<file path="src/rtl/shift_seq_pkg.sv">
// Shared constants and state encoding for the shift sequencer.
// Optional feature macro: SHIFT_SEQ_SATURATE_EN (early-out for amounts >= DATA_W).
package shift_seq_pkg;

    localparam int DATA_W   = 8;
    localparam int CTRL_W   = 3;
    localparam int AMT_W    = 5;
    localparam int MAX_STEP = (2 ** CTRL_W) - 1;

    localparam logic [AMT_W-1:0]  MAX_STEP_AMT  = AMT_W'(MAX_STEP);
    localparam logic [CTRL_W-1:0] MAX_STEP_CTRL = CTRL_W'(MAX_STEP);
    localparam logic [AMT_W-1:0]  DATA_W_AMT    = AMT_W'(DATA_W);

    typedef enum logic [1:0] {
        IDLE  = 2'd0,
        SHIFT = 2'd1,
        DONE  = 2'd2
    } seq_state_t;

endpackage

</file>
<file path="src/rtl/shift_seq_ctrl_step_calc.sv">
// Per-pass shift amount: min(remaining, MAX_STEP), plus a last-pass flag.
module shift_step_calc
    import shift_seq_pkg::*;
(
    input  logic [AMT_W-1:0]  rem,
    output logic [CTRL_W-1:0] step,
    output logic              last_pass
);

    always_comb begin
        last_pass = (rem <= MAX_STEP_AMT);
        step      = last_pass ? rem[CTRL_W-1:0] : MAX_STEP_CTRL;
    end

endmodule

</file>
<file path="src/rtl/shift_seq_ctrl.sv">
// Sequencer that loops a word through an external 7-max barrel shifter.
// Optional feature macro: SHIFT_SEQ_SATURATE_EN (amt >= DATA_W resolves in one edge).
module shift_seq_ctrl
    import shift_seq_pkg::*;
(
    input  logic              clk,
    input  logic              rst,
    input  logic              req_valid,
    output logic              req_ready,
    input  logic [DATA_W-1:0] req_data,
    input  logic [AMT_W-1:0]  req_amt,
    output logic [DATA_W-1:0] sh_in,
    output logic [CTRL_W-1:0] sh_ctrl,
    input  logic [DATA_W-1:0] sh_out,
    output logic              rsp_valid,
    input  logic              rsp_ready,
    output logic [DATA_W-1:0] rsp_data,
    output logic              busy
);

    seq_state_t        state_q, state_d;
    logic [DATA_W-1:0] data_q, data_d;
    logic [AMT_W-1:0]  rem_q, rem_d;
    logic [CTRL_W-1:0] step;
    logic              last_pass;
    logic              accept;

    shift_step_calc u_step (
        .rem       (rem_q),
        .step      (step),
        .last_pass (last_pass)
    );

    always_comb begin
        req_ready = 1'b0;
        if (!rst) begin
            unique case (state_q)
                IDLE:    req_ready = 1'b1;
                DONE:    req_ready = rsp_ready;
                default: req_ready = 1'b0;
            endcase
        end
    end

    assign accept    = req_valid & req_ready;
    assign sh_in     = data_q;
    assign sh_ctrl   = (state_q == SHIFT) ? step : '0;
    assign rsp_valid = (state_q == DONE);
    assign rsp_data  = data_q;
    assign busy      = (state_q != IDLE);

    always_comb begin
        state_d = state_q;
        data_d  = data_q;
        rem_d   = rem_q;
        unique case (state_q)
            IDLE: ;
            SHIFT: begin
                data_d = sh_out;
                rem_d  = rem_q - AMT_W'(step);
                if (last_pass) state_d = DONE;
            end
            DONE: begin
                if (rsp_ready) state_d = IDLE;
            end
            default: state_d = IDLE;
        endcase
        // A load overrides the above; DONE reaches here only with rsp_ready set.
        if (accept) begin
            data_d  = req_data;
            rem_d   = req_amt;
            state_d = (req_amt == '0) ? DONE : SHIFT;
`ifdef SHIFT_SEQ_SATURATE_EN
            if (req_amt >= DATA_W_AMT) begin
                data_d  = '0;
                rem_d   = '0;
                state_d = DONE;
            end
`endif
        end
    end

    always_ff @(posedge clk) begin
        if (rst) begin
            state_q <= IDLE;
            data_q  <= '0;
            rem_q   <= '0;
        end else begin
            state_q <= state_d;
            data_q  <= data_d;
            rem_q   <= rem_d;
        end
    end

endmodule

</file>
<file path="config.mk">
export PLATFORM = sky130hd
export DESIGN_NAME = shift_seq_ctrl
export DESIGN_NICKNAME = d
export VERILOG_FILES = /design/src/rtl/shift_seq_pkg.sv /design/src/rtl/shift_seq_ctrl_step_calc.sv /design/src/rtl/shift_seq_ctrl.sv
export SDC_FILE = /design/constraint.sdc
export NUM_CORES = 1
export LEC_CHECK = 0
export BUFFER_PORTS_ARGS = -buffer_cell sky130_fd_sc_hd__buf_2
export CORE_MARGIN = 3
export CORE_UTILIZATION = 44
export CTS_CLUSTER_DIAMETER = 80
export CTS_CLUSTER_SIZE = 14
export DETAILED_ROUTE_END_ITERATION = 8
export PLACE_DENSITY_LB_ADDON = 0.3
export SLEW_MARGIN = 10
export SYNTH_ARGS = -nofsm -noshare
export SYNTH_HDL_FRONTEND = slang
export SYNTH_SLANG_ARGS = --single-unit
</file>
<file path="constraint.sdc">
create_clock -name clk -period 2.7 [get_ports clk]
set_clock_uncertainty 0.05 [all_clocks]
set_input_delay 0.27 -clock clk [delete_from_list [all_inputs] [get_ports clk]]
set_output_delay 0.27 -clock clk [all_outputs]
set_load 0.005 [all_outputs]
</file>
==> summary.txt <==
Outcome
  – Status: finished clean

Finish
  – Post-layout utilization of the core: 0.5861
  – Register Area: 300.3 µm²
  – Layout cell share with drive strength beyond 1: 0.3944
  – # nets final: 169
  – Count of non-filler cells in the finished layout: 167
  – Most common cell after layout, fill and taps aside: buf_2
  – Multi-input gate area: 444.2 µm²
  – Number of antenna diodes: 0
  – Fill cell total of the finished layout: 182
  – Highest-count cells in the layout ignoring fill and taps: buf_2 (46), dfxtp_1 (15), a21oi_1 (14)
  – Growth of design area from synthesis to finish: 20.74%

Critical path
  – Arrival time at the worst endpoint: 1.95 ns
  – Category of the worst setup path capture point: register
  – Start point of the critical path: rem_q[3]$_SDFFE_PP0P_
  – Critical R2R Launch: rem_q[3]$_SDFFE_PP0P_
  – Slowest-stage cell, CP: or2_0
  – Crit path top cell by count: a21oi_1
  – Critical path start-end classification: register to register
  – Crit. path cell count: 7
  – Number of cells on the worst reg-to-reg path: 7
  – Worst Path Buf+Inv: 0
  – WP data required: 2.81 ns
  – Critical path cell sequence: or2_0, nand2b_1, ha_1, a21oi_1, o22ai_1, a22oi_1, a21oi_1
  – Capture point of the worst path: rem_q[4]$_SDFFE_PP0P_
  – Crit path largest cell delay: 0.41 ns
  – Cell family with the largest share of critical-path delay: simple AND/OR/NAND/NOR gates
  – Worst flop-to-flop path endpoint: rem_q[4]$_SDFFE_PP0P_
  – Flop-to-flop setup slack: 0.86 ns
  – CP max FO: 10
  – Worst setup SP type: register

Floorplanning
  – Die W: 50.59 µm
  – CORE AREA: 1802 µm²
  – Top Ports: 47
  – Initial standard-cell utilization of the core: 0.4854
  – Rows: 15
  – Die Y-Extent: 50.59 µm
  – Die area: 2559 µm²

Clock tree
  – Num CTS Buffers: 3
  – Max Root-Sink Buffers: 2
  – Count of hold buffers inserted by post-cts repair: 0
  – Buffer count from post-CTS setup fixing: 0
  – Count of cells resized by post-cts repair: 0
  – Number of sinks driven by the clock tree: 15
  – CTS root buf: clkbuf_4
  – Clock latency reported for the late side of the worst-skew pair: 0.29 ns
  – Clock tree from TritonCTS: built
  – Number of H-tree levels: 1
  – Clock-pin slew on the worst setup and hold paths: 0.09 ns

Global route
  – Met2 routing resource usage after global routing: 0.2978
  – Vias in the first global route: 811
  – Remaining global-route overflow: 0
  – Total routing usage reported by global routing: 0.1711
  – Antenna violations before repair: 0
  – Pin count of the biggest net entering global routing: 20
  – Met1 track demand over resource: 0.1975
  – GR Util met3: 0.04154
  – Wire length of the first global-routing pass: 3387 µm
  – Layer with the highest usage after global routing: met2

Logic synthesis
  – Post-synth design cell area: 874.6 µm²
  – Warning count from the yosys run: 0
  – Sequential area share after synthesis: 0.3433
  – Synth unique cells: 29
  – Average cell area after synthesis: 8.251 µm²
  – Total of flip-flops plus latches after synthesis: 15
  – Number of nets produced by synthesis: 132
  – Gate count of the mapped netlist: 106

STA
  – Unrepaired setup endpoints after global routing: false
  – Post-route clock period utilization: 0.6816
  – Slew at the pin closest to its max-slew limit: 0.4706 ns
  – Final Hold Fails: 0
  – Fmax achieved: 543.4 MHz
  – Slew headroom: 0.6862
  – Final min period: 1.840 ns
  – Post-layout worst setup margin: 0.8598 ns
  – Sum Neg Setup Slack: 0 ns
  – Number of max-slew violations in the final report: 0
  – Number of endpoints failing setup at the final stage: 0

Drt
  – Final routed wire length divided by cell count: 12.40 µm
  – Ratio of routed vias to standard cells: 5.234
  – Length of the first detailed-routing pass in iterations: 4
  – Total number of vias: 874
  – Drc violations: 0
  – Wire length reported by the detailed router: 2070 µm
  – Antenna-violating nets left: 0
  – Violation count after the first detailed-route iteration: 14

Place
  – Final weighted congestion in routability-driven placement: 0.7532
  – Detailed placer's ending HPWL: 1522 µm
  – Pre-CTS worst setup slack: 0.8669 ns
  – Total placed cells including tap cells: 163
  – Count of input and output buffers: 46

Pwr
  – Overall power of the completed layout: 511.9 µW
  – Peak VDD IR: 271.9 µV
  – Static leakage: 0.4956 nW
  – Pwr dens: 484.8 nW/µm²

Worst hold path
  – Classification of the worst-slack hold path: primary input to register

Job
  – Number of max-cap violations: 0
[registers in the layout, indices dropped and copies added, names as in the netlist]
signal	cells
rem_q	5
state_q	2
rsp_data	8
[worst reg2reg max path, stage by stage (launching register included)]
cell	delay, ns
dfxtp_1	0.40
or2_0	0.41
nand2b_1	0.11
ha_1	0.26
a21oi_1	0.16
o22ai_1	0.09
a22oi_1	0.16
a21oi_1	0.09
[routing by layer]
metal | vias up | share of wire
li1 | 443 | -
met1 | 398 | 0.43
met2 | 29 | 0.50
met3 | 4 | 0.063
met4 | 0 | 0.011
met5 | - | 0
[per-stage QoR]
stage               hold slack [ns]  cell area [µm²]
floorplan                    0.3598            874.6
CTS                          0.1686             1056
global placement             0.4039             1028
detailed placement           0.4117             1028
finish                       0.1708             1056
global route                 0.1760             1056
[report_power, final]
part	switching [mW]	total, mW	internal [mW]
Sequential	0.0139	0.251	0.237
Clock	0.0765	0.132	0.0550
Combinational	0.0669	0.129	0.0621
Total	0.157	0.512	0.355
[area by class of cell]
type,instances,area share
Timing Repair Buffer,47,0.2251
Sequential cell,15,0.2844
Tap cell,25,0.02962
Clock buffer,3,0.02133
Inverter,4,0.01422
Multi-Input combinational cell,72,0.4206
Clock inverter,1,0.004739
[synthesized netlist by cell type]
library cell / n / area [µm²]
a2111oi_1: 1 / 10.01
a21oi_1: 14 / 70.07
a221o_1: 1 / 10.01
a221oi_1: 1 / 8.760
a222oi_1: 1 / 10.01
a22oi_1: 9 / 67.56
a22oi_2: 1 / 12.51
a31oi_1: 1 / 6.260
and2b_1: 3 / 22.52
buf_2: 2 / 10.01
buf_4: 9 / 67.56
buf_6: 3 / 33.78
clkbuf_1: 1 / 3.750
dfxtp_1: 15 / 300.3
ha_1: 1 / 12.51
inv_1: 4 / 15.01
nand2_1: 12 / 45.04
nand2b_1: 3 / 18.77
nand3_1: 3 / 15.01
nor2_1: 10 / 37.54
nor3_1: 2 / 10.01
nor4_4: 1 / 21.27
o21ai_0: 2 / 10.01
o21ai_2: 1 / 8.760
o22ai_1: 1 / 6.260
o41a_4: 1 / 21.27
or2_0: 1 / 6.260
or2_2: 1 / 6.260
or4_1: 1 / 7.510
[cells by family (layout without fill, tap and decap cells)]
kind of cell / after synthesis / after routing / share of synthesized area
adders and majority gates: 1 / 1 / 0.01430
DFF: 15 / 15 / 0.3433
and+or+nand+nor: 37 / 37 / 0.2175
AOI/OAI and AO/OA: 34 / 34 / 0.2761
buffers and inverters: 19 / 55 / 0.1488
[how the worst min path moves through the flow]
stage / start / end / slack [ns] / cells after the start
after floorplan: req_amt[2] / rem_q[2]$_SDFFE_PP0P_ / 0.36 / 1
after global placement: rsp_data[5]$_SDFFE_PP0P_ / rsp_data[5]$_SDFFE_PP0P_ / 0.40 / 2
after detailed placement: rsp_data[6]$_SDFFE_PP0P_ / rsp_data[6]$_SDFFE_PP0P_ / 0.41 / 2
after CTS: req_amt[2] / rem_q[2]$_SDFFE_PP0P_ / 0.17 / 2
after global routing: req_amt[2] / rem_q[2]$_SDFFE_PP0P_ / 0.18 / 2
final: req_amt[2] / rem_q[2]$_SDFFE_PP0P_ / 0.17 / 2
(Power assumes the default switching activity.)
